<file path="config.mk">
export PLATFORM = sky130hd
export DESIGN_NAME = mem_ctrl
export DESIGN_NICKNAME = d
export VERILOG_FILES = /design/src/rtl/mem_ctrl_pkg.sv /design/src/rtl/mem_arb.sv /design/src/rtl/mem_ctrl.sv
export SDC_FILE = /design/constraint.sdc
export NUM_CORES = 1
export LEC_CHECK = 0
export BUFFER_PORTS_ARGS = -buffer_cell sky130_fd_sc_hd__buf_2
export CORE_AREA = 2 2 91 76
export CTS_CLUSTER_DIAMETER = 200
export DETAILED_ROUTE_END_ITERATION = 7
export DIE_AREA = 0 0 93 78
export PLACE_DENSITY = 0.91
export SYNTH_ARGS = -nofsm -noshare
export SYNTH_HDL_FRONTEND = slang
export SYNTH_SLANG_ARGS = --single-unit
</file>
<file path="constraint.sdc">
create_clock -name i_clk -period 3.19 [get_ports i_clk]
set_clock_uncertainty 0.2 [all_clocks]
set_input_delay 0.638 -clock i_clk [delete_from_list [all_inputs] [get_ports i_clk]]
set_output_delay 0.638 -clock i_clk [all_outputs]
set_load 0.02 [all_outputs]
</file>
<file path="src/rtl/mem_ctrl_pkg.sv">
// Shared types and constants for the memory access controller.
// Width defaults here match the RAM and the core.
package mem_ctrl_pkg;

  localparam int DEF_ADDR_W    = 16;
  localparam int DEF_DATA_W    = 16;
  localparam int DEF_MEM_DEPTH = 9;

  typedef enum logic [1:0] {
    IDLE   = 2'd0,
    ACCESS = 2'd1,
    ACK    = 2'd2
  } state_t;

  localparam logic PORT_IF = 1'b0;
  localparam logic PORT_LS = 1'b1;

endpackage

</file>
<file path="src/rtl/mem_arb.sv">
// Two-requester arbiter: a lone request wins; on a conflict the port not
// granted last time wins. The grant is only produced while en is high.
module mem_arb
  import mem_ctrl_pkg::*;
(
  input  logic clk,
  input  logic rst_n,
  input  logic en,
  input  logic req_if,
  input  logic req_ls,
  output logic grant_if,
  output logic grant_ls
);

  logic last_grant;

  always_comb begin
    grant_if = 1'b0;
    grant_ls = 1'b0;
    if (en) begin
      if (req_if && req_ls) begin
        if (last_grant == PORT_IF) grant_ls = 1'b1;
        else                       grant_if = 1'b1;
      end else begin
        grant_if = req_if;
        grant_ls = req_ls;
      end
    end
  end

  // Reset to fetch so load/store takes the first conflict.
  always_ff @(posedge clk or negedge rst_n) begin
    if (!rst_n) begin
      last_grant <= PORT_IF;
    end else if (grant_ls) begin
      last_grant <= PORT_LS;
    end else if (grant_if) begin
      last_grant <= PORT_IF;
    end
  end

endmodule

</file>
<file path="src/rtl/mem_ctrl.sv">
// Memory access controller: arbitrates fetch vs load/store onto the single
// negedge-clocked RAM, one access per three cycles, with range checking.
//
//   state  | meaning
//   IDLE   | sample requests, latch the winner
//   ACCESS | drive RAM address/data/we; RAM acts at the mid-cycle negedge
//   ACK    | one-cycle ack to the granted port, response data valid
module mem_ctrl
  import mem_ctrl_pkg::*;
#(
  parameter int ADDR_W    = DEF_ADDR_W,
  parameter int DATA_W    = DEF_DATA_W,
  parameter int MEM_DEPTH = DEF_MEM_DEPTH
) (
  input  logic              i_clk,
  input  logic              i_rst_n,
  input  logic              i_if_req,
  input  logic [ADDR_W-1:0] i_if_addr,
  output logic              o_if_ack,
  output logic [DATA_W-1:0] o_if_data,
  output logic              o_if_err,
  input  logic              i_ls_req,
  input  logic              i_ls_we,
  input  logic [ADDR_W-1:0] i_ls_addr,
  input  logic [DATA_W-1:0] i_ls_wdata,
  output logic              o_ls_ack,
  output logic [DATA_W-1:0] o_ls_rdata,
  output logic              o_ls_err,
  output logic              o_mem_we,
  output logic [ADDR_W-1:0] o_mem_addr,
  output logic [DATA_W-1:0] o_mem_wdata,
  input  logic [DATA_W-1:0] i_mem_rdata,
  output logic              o_busy
);

  localparam logic [ADDR_W-1:0] DEPTH_A = ADDR_W'(MEM_DEPTH);

  state_t            state, state_nxt;
  logic              arb_en;
  logic              grant_if, grant_ls;
  logic              latch_en;
  logic [ADDR_W-1:0] req_addr;
  logic              req_oor;
  logic              lat_port;
  logic              lat_we;
  logic              lat_oor;

  mem_arb u_arb (
    .clk      (i_clk),
    .rst_n    (i_rst_n),
    .en       (arb_en),
    .req_if   (i_if_req),
    .req_ls   (i_ls_req),
    .grant_if (grant_if),
    .grant_ls (grant_ls)
  );

  // Full-width compare: high addresses must not alias onto populated words.
  assign req_addr = grant_ls ? i_ls_addr : i_if_addr;
  assign req_oor  = (req_addr >= DEPTH_A);

  always_ff @(posedge i_clk or negedge i_rst_n) begin
    if (!i_rst_n) state <= IDLE;
    else          state <= state_nxt;
  end

  always_comb begin
    state_nxt = state;
    arb_en    = 1'b0;
    latch_en  = 1'b0;
    case (state)
      IDLE: begin
        arb_en = 1'b1;
        if (grant_if || grant_ls) begin
          latch_en  = 1'b1;
          state_nxt = ACCESS;
        end
      end
      ACCESS:  state_nxt = ACK;
      ACK:     state_nxt = IDLE;
      default: state_nxt = IDLE;
    endcase
  end

  assign o_busy = (state != IDLE);

  // Request latch doubles as the RAM drive; we is registered so the RAM
  // sees a stable level at its negedge and is high only during ACCESS.
  always_ff @(posedge i_clk or negedge i_rst_n) begin
    if (!i_rst_n) begin
      o_mem_addr  <= '0;
      o_mem_wdata <= '0;
      o_mem_we    <= 1'b0;
      lat_port    <= PORT_IF;
      lat_we      <= 1'b0;
      lat_oor     <= 1'b0;
    end else begin
      o_mem_we <= 1'b0;
      if (latch_en) begin
        o_mem_addr  <= req_addr;
        o_mem_wdata <= grant_ls ? i_ls_wdata : '0;
        o_mem_we    <= grant_ls && i_ls_we && !req_oor;
        lat_port    <= grant_ls ? PORT_LS : PORT_IF;
        lat_we      <= grant_ls && i_ls_we;
        lat_oor     <= req_oor;
      end
    end
  end

  // RAM data is captured at the edge that ends ACCESS; a store's pre-write
  // word is dropped so o_ls_rdata keeps the last load result.
  always_ff @(posedge i_clk or negedge i_rst_n) begin
    if (!i_rst_n) begin
      o_if_ack   <= 1'b0;
      o_if_err   <= 1'b0;
      o_if_data  <= '0;
      o_ls_ack   <= 1'b0;
      o_ls_err   <= 1'b0;
      o_ls_rdata <= '0;
    end else begin
      o_if_ack <= 1'b0;
      o_if_err <= 1'b0;
      o_ls_ack <= 1'b0;
      o_ls_err <= 1'b0;
      if (state == ACCESS) begin
        if (lat_port == PORT_LS) begin
          o_ls_ack <= 1'b1;
          o_ls_err <= lat_oor;
          if (lat_oor)     o_ls_rdata <= '0;
          else if (!lat_we) o_ls_rdata <= i_mem_rdata;
        end else begin
          o_if_ack  <= 1'b1;
          o_if_err  <= lat_oor;
          o_if_data <= lat_oor ? '0 : i_mem_rdata;
        end
      end
    end
  end

endmodule

</file>
# [Yosys cells after proc, flatten, opt, wreduce, memory -nomap -nowiden]
# Cells that the tools add are included.
[classes] order_cmp=1 n_eq_ne=3 mux=28 bitwise=1 reduce_logical=10
[op_table] op="$mux W16" n=5
[op_table] op="$mux W1" n=21
[op_table] op="$ge A16 B4 Y1 const B" n=1
[op_table] op="$pmux W2 S2" n=1
[op_table] op="$reduce_bool A2 Y1" n=2
[op_table] op="$logic_and A1 B1 Y1" n=3
[op_table] op="$reduce_and A3 Y1" n=1
[op_table] op="$eq A2 B1 Y1 const B" n=1
[op_table] op="$logic_not A2 Y1" n=1
[op_table] op="$mux W2" n=1
[op_table] op="$ne A2 B1 Y1 const B" n=1
[op_table] op="$ne A2 B2 Y1 const B" n=1
[op_table] op="$reduce_and A2 Y1" n=1
[op_table] op="$logic_not A1 Y1" n=1
[op_table] op="$logic_or A1 B1 Y1" n=1
[op_table] op="$not A1 Y1" n=1
[totals] register_bits=75 elab_cells=57

# [Depth between registers and ports, before layout]
# Gate-level depths: netlist of run 1.
[depth] depth_word=8 mapped_depth=6 mapped_depth_nobuf=4

# [Cells and area by module]
# A second synthesis of run 1 with hierarchy kept.
[unflattened] cells_unflattened=297 area_unflattened_um2=3139.3
[by_module_without_submodules] module="mem_ctrl" instances=1 cells_each=289 area_per_inst_um2=3078.0 seq_area_each_um2=1851.8
[by_module_without_submodules] module="mem_arb" instances=1 cells_each=8 area_per_inst_um2=61.3 seq_area_each_um2=25.0

# [Least setup slack after synthesis of run 1]
# Ideal clock, no wire load.
[synth_timing] kind="input to register" from="input port i_if_req" to="register lat_oor" t_arrival_ns=1.604 required_ns=2.867 slack_ns=1.263 stages=5 path_buffers=1 path_cell_list="nand2_1 > and3_1 > buf_2 > or4_1 > o221a_2"
[synth_between] elab_chain_len=6
[synth_lines] element="from (decl)" line_no="mem_ctrl.sv:17" text="input logic i_if_req,"
[synth_lines] element="parallel branches: the longest is 6 deep, another holds $ge A16 B4 Y1"
[synth_lines] element="to (signal assigned)" line_no="mem_ctrl.sv:105" text="lat_oor <= req_oor;"
[synth_lines] element="to (decl)" line_no="mem_ctrl.sv:46" text="logic lat_oor;"
# Several ways; the timed one is not identified.
# A chain may end at the register's enable or synchronous reset.

# [Worst setup path after layout of run 1]
[layout_timing] from="register state[0]" to="register lat_oor"
[layout_between] elab_chain_len=6
[layout_lines] element="from (decl)" line_no="mem_ctrl.sv:38" text="state_t state, state_nxt;"
[layout_lines] element="from (signal assigned)" line_no="mem_ctrl.sv:64" text="else state <= state_nxt;"
[layout_lines] element="$logic_not A2 Y1 *" line_no="mem_ctrl.sv:71" text="case (state)"
[layout_lines] element="parallel branches: the longest is 5 deep, another holds $ge A16 B4 Y1"
# Mark *: on every way between the ends.

==> results of run 1 <==
stage by stage:
| stage | std cells | setup WS, ns |
|---|---|---|
| 6_report | 514 | 0.892 |
| 5_1_grt | 514 | 0.724 |
| 4_1_cts | 514 | 0.877 |
| 3_5_place_dp | 498 | 0.800 |
| 3_3_place_gp | 498 | 0.835 |
| 2_1_floorplan | 295 | 1.26 |
layout make-up:
class | instances | area (um2) | share of cell area [%]
inverter | 5 | 18.8 | 0.468
multi-input combinational | 194 | 1100 | 27.6
tap | 84 | 105 | 2.62
sequential | 75 | 1880 | 46.8
clock buffer | 9 | 124 | 3.09
clock inverter | 7 | 68.8 | 1.72
timing repair buffer | 140 | 708 | 17.7
registers in the layout (all words and copies together) (netlist names), 2 cells and up:
name,cells
o_if_data,16
o_ls_rdata,16
o_mem_addr,16
o_mem_wdata,16
state,2
metal layers:
layer,track usage (%),vias up,share of wire (%)
li1,-,1299,-
met1,30.0,1284,43
met2,34.1,108,49
met3,4.85,8,6.2
met4,9.12,0,1.4
met5,0,-,0
final timing paths:
| path | startpoint | to | slack (ns) | depth (start not counted) |
|---|---|---|---|---|
| min in group i_clk | o_if_data[3] | o_if_data[3] | 0.28 | 2 |
| worst min register to register | o_if_data[3] | o_if_data[3] | 0.28 | 2 |
| max in group asynchronous | i_rst_n | o_ls_rdata[5] | 1.96 | 1 |
| worst max register to register | state[0] | lat_oor | 0.89 | 4 |
| worst min-delay path | i_rst_n | o_mem_addr[5] | 0.22 | 1 |
| worst max-delay path | state[0] | lat_oor | 0.89 | 4 |
kinds of logic (layout without fill, tap and decap cells):
logic type      count (synthesis)  after routing
buf+inv                        26            161
mux                            16             16
compound gates                 85             85
flops                          75             75
simple gates                   93             93
power by group:
group	leakage, nW	switching (mW)	internal, mW
sequential	0.990	0.170	1.21
combinational	1.04	0.813	0.430
clock	0.0950	0.341	0.358
cells in the final DEF (no fill, tap or decap), types with 2 or more instances in the layout:
cell	instances
buf_2	137
dfrtp_1	75
nand2_1	71
o21ai_0	47
a22o_1	17
mux2i_1	16
a22oi_1	15
clkbuf_8	9
nor4_1	6
nor2_1	5
inv_1	4
clkinv_2	3
buf_4	3
nand3b_1	2
nand3_1	2
clkinvlp_4	2
==> impl_metrics.toml, run 1 <==
[status]
outcome = "completed"

[worst_setup_path]
cp-start-kind = "flop"
critPathArrivalTime_ns = 2.32
crit_chain = "nor2_2 > and3_1 > nand2_1 > o221a_2"
crit_family = "simple AND/OR/NAND/NOR gates"
worst-path-max-fanout = 23
worst_ep_required_time_ns = 3.21
end_kind = "flop"
slowest_stage = "and3_1"
critPathMaxStageDelay_ns = 0.82
cp_num_buf_inv = 0
crit_type = "reg -> reg"

[yosys]
synth-edff-count = 0
yosys.area.top_type = "dfrtp_1"
synthCells = 295
synth_area_um2 = 3070
synth_simple_gate_area_share_pct = 12.8
yosys.area_share.adder_pct = 0
ys_seq_elements = 75
yosysMostFrequentCell = "dfrtp_1"
async_flop_share_pct = 100
yosysTopAreaCellShare_pct = 61.1
synth_nets = 364
ys_top_cells_by_count = "dfrtp_1, nand2_1, o21ai_0, a22o_1"
synth_top_family_by_area = "compound AO/OA/AOI/OAI gates"
synthFlopType = "dfrtp_1"
yosys-top-cells-area = "dfrtp_1, nand2_1, o21ai_0"
avgSynthCellArea_um2 = 10.4
seq_area_frac_synth_pct = 61.1
synth_cell_type_count = 26
yosys.area_share.xor_xnor_pct = 0
muxShareOfSynthArea_pct = 5.21
synth_compound_area_share_pct = 17.5
ys_warn_count = 0

[drt]
dr.first_iter.drc_count = 134
vias_per_cell = 5.25
dr.pass1.iters = 4
finalWirelength_mm = 7.57
drtAntennaViolNets = 0
post-route-drc-count = 0
vias = 2699
wire_per_inst_um = 14.7

[sta]
rsz0062_at_grt = "no"
period_minus_slack_ns = 2.30
fin_setup_tns_ns = 0
tightestPinTransition_ns = 1.01
slew_headroom_pct = 32.4
drv_slew = 0
hold_slack_ns = 0.223
setup_violations = 0
hold_violations = 0
period_share_pct = 72.0
fmax_ghz = 0.435

[grt]
gr-total-overflow = 0
grt_usage_pct = 22.0
grt_pass1_wl_mm = 12.4
antenna_found_initial = 0
grt_pass1_vias = 2496
grt_max_degree = 76

[layout]
final_core_util_pct = 64.1
nets = 494
drive_above_1_share_pct = 37.0
final_area_um2 = 4010
areaGrowthSynthToFinish_pct = 30.3
fillers = 521
n_antenna_cell = 0

[power_and_ir_drop]
power.total_mw = 3.32
p_per_area_nw_per_um2 = 829
power_leakage_nw = 2.12
vdd.ir_drop.worst_v = 0.000546

[die]
core_um2 = 6250
die-area_um2 = 7250
ios = 139
die_h_um = 78
rows = 26
fp.dieW_um = 93
initial_core_util_pct = 49.2

[clocking]
cts-resized-gates = 0
cts_setup_buffers = 0
htreeDepth = 3
clk_latency_ns = 0.33
cts_tree = "yes"
numCtsBuffers = 9
clk_pin_slew_worst_paths_ns = 0.08
hold_buffers = 0
cts_sinks = 75
cts_max_path_buffers = 2
cts-root-buf = "clkbuf_8"

[placed_design]
portBuffers = 138
place_area_um2 = 3810
dpl.hpwl_mm = 5.46
gp_congestion = 0.936

[run]
maxCapViolations = 0

[min_path]
hold_path_class = "in -> async"
Power figures use the tool's default switching activity.
==> run 2: changes to the inputs <==
--- a/config.mk
+++ b/config.mk
@@ -6,11 +6,11 @@
 export NUM_CORES = 1
 export LEC_CHECK = 0
 export BUFFER_PORTS_ARGS = -buffer_cell sky130_fd_sc_hd__buf_2
-export CORE_AREA = 2 2 91 76
+export CORE_AREA = 2 2 99 82
 export CTS_CLUSTER_DIAMETER = 200
 export DETAILED_ROUTE_END_ITERATION = 7
-export DIE_AREA = 0 0 93 78
-export PLACE_DENSITY = 0.91
+export DIE_AREA = 0 0 101 84
+export PLACE_DENSITY = 0.83
 export SYNTH_ARGS = -nofsm -noshare
 export SYNTH_HDL_FRONTEND = slang
 export SYNTH_SLANG_ARGS = --single-unit
==> constraint.sdc (replaced) <==
create_clock -name i_clk -period 1.8 [get_ports i_clk]
set_clock_uncertainty 0.2 [all_clocks]
set_input_delay 0.36 -clock i_clk [delete_from_list [all_inputs] [get_ports i_clk]]
set_output_delay 0.36 -clock i_clk [all_outputs]
set_load 0.02 [all_outputs]
==> impl_metrics.toml, run 2 (synthesized netlist as in run 1, its figures left out) <==
[status]
outcome = "completed"

[layout]
drive_above_1_share_pct = 39.5
instances_no_fill = 539
layout_commonest_cell = "buf_2"
final_core_util_pct = 55.6
n_antenna_cell = 0
nets = 511
fillers = 717
areaGrowthSynthToFinish_pct = 37.9
layout_common_cells = "buf_2, dfrtp_1, nand2_1"

[sta]
tightestPinTransition_ns = 0.533
hold_violations = 0
fmax_ghz = 0.569
setup_violations = 0
fin_setup_tns_ns = 0
drv_slew = 0
period_minus_slack_ns = 1.76
hold_slack_ns = 0.0448
period_share_pct = 97.6
rsz0062_at_grt = "yes"
slew_headroom_pct = 64.1

[worst_setup_path]
critPathArrivalTime_ns = 1.20
cp-start-kind = "flop"
crit_type = "reg -> out"
worst-path-max-fanout = 2
worst_ep_required_time_ns = 1.24
end_kind = "primary output"

[power_and_ir_drop]
power_frac_comb_pct = 39.6
power_leakage_nw = 2.24
clock_power_share_pct = 22.5
power.total_mw = 6.40
p_switching_mw = 2.40
p_int_mw = 4.00
vdd.ir_drop.worst_v = 0.000912
seq_power_share_pct = 38.0
p_per_area_nw_per_um2 = 1510
swShare_pct = 37.5

[die]
initial_core_util_pct = 40.3
rows = 29
die-area_um2 = 8480
die_h_um = 84
fp.dieW_um = 101
core_um2 = 7620
ios = 139

[clocking]
htreeDepth = 3
clk_latency_ns = 0.33
cts_tree = "yes"
cts_max_path_buffers = 2
numCtsBuffers = 9
cts-root-buf = "clkbuf_8"
cts_sinks = 75
clk_pin_slew_worst_paths_ns = 0.07

[min_path]
hold_path_class = "in -> reg"

[drt]
dr.pass1.iters = 4
drtAntennaViolNets = 0
vias_per_cell = 5.11
wire_per_inst_um = 14.7
finalWirelength_mm = 7.90
post-route-drc-count = 0
vias = 2754
dr.first_iter.drc_count = 63

[grt]
gr-total-overflow = 0
grt_pass1_vias = 2660
antenna_found_initial = 0
grt_max_degree = 44
grt_usage_pct = 19.7
grt_pass1_wl_mm = 13.1

[run]
maxCapViolations = 0

[placed_design]
portBuffers = 138
dpl.cell_count = 521
dpl.hpwl_mm = 5.86
gp_congestion = 0.799
## run 2: cell count changes in the layout (fill, tap and decap cells not counted), moves of 2 or more
cell / change
buf_6: +2
buf_12: +3
clkbuf_8: +2
clkinvlp_4: -2
clkinv_2: -2
buf_4: +11
## run 2: cell type report
cell class | count | area (um2) | area share, %
clock buffer | 11 | 151 | 3.57
clock inverter | 4 | 73.8 | 1.74
inverter | 5 | 18.8 | 0.443
multi-input combinational | 194 | 1120 | 26.4
sequential | 75 | 1880 | 44.3
tap | 93 | 116 | 2.74
timing repair buffer | 157 | 883 | 20.8
## run 2: power by group through the flow
| stage | Clock (mW) | Combinational [mW] | Sequential, mW |
|---|---|---|---|
| 5_1_grt | 1.55 | 2.76 | 2.50 |
| 6_report | 1.44 | 2.53 | 2.43 |
| 4_1_cts | 1.47 | 2.52 | 2.43 |
| 3_3_place_gp | 0 | 2.43 | 2.43 |
| 2_1_floorplan | 0 | 1.01 | 2.89 |
| 3_5_place_dp | 0 | 2.48 | 2.44 |
## run 2: final timing paths
check / endpoint / start / depth (start not counted) / slack (ns)
max: o_busy / state[0] / 4 / 0.04
min: o_mem_wdata[10] / i_ls_wdata[10] / 2 / 0.04
max reg2reg: lat_oor / state[1] / 5 / 0.05
min reg2reg: o_mem_addr[10] / o_mem_addr[10] / 2 / 0.28
max in group asynchronous: o_mem_wdata[6] / i_rst_n / 3 / 0.68
min in group asynchronous: o_if_ack / i_rst_n / 2 / 0.21
## run 2: per-layer routing
metal / track usage [%] / up-vias / part of all wire [%]
met4: 5.53 / 0 / 0.89
met2: 31.3 / 117 / 47
met3: 6.03 / 6 / 8.2
li1: - / 1327 / -
met1: 26.1 / 1304 / 43
met5: 0 / - / 0
## run 2: critical path, stage by stage, from the launching register on
cell	delay, ns
dfrtp_1	0.41
nor2_4	0.14
buf_6	0.12
inv_1	0.04
buf_2	0.15
## run 2: metrics by stage
stage | cell area [um2] | setup slack (ns)
global route | 4240 | -0.00973
global placement | 3970 | -0.0601
finish | 4240 | 0.0424
detailed placement | 3970 | -0.138
CTS | 4220 | 0.0136
floorplan | 3070 | 0.151
## run 2: what timing repair did
action / CTS / global route
pin swaps: 1 / 1
gates cloned: 0 / 0
gates resized for setup: 1 / 4
endpoints found under the hold margin: 75 / 0
hold buffers: 1 / 0
endpoints found under the setup margin: 1 / 4
buffers inserted: 2 / 0
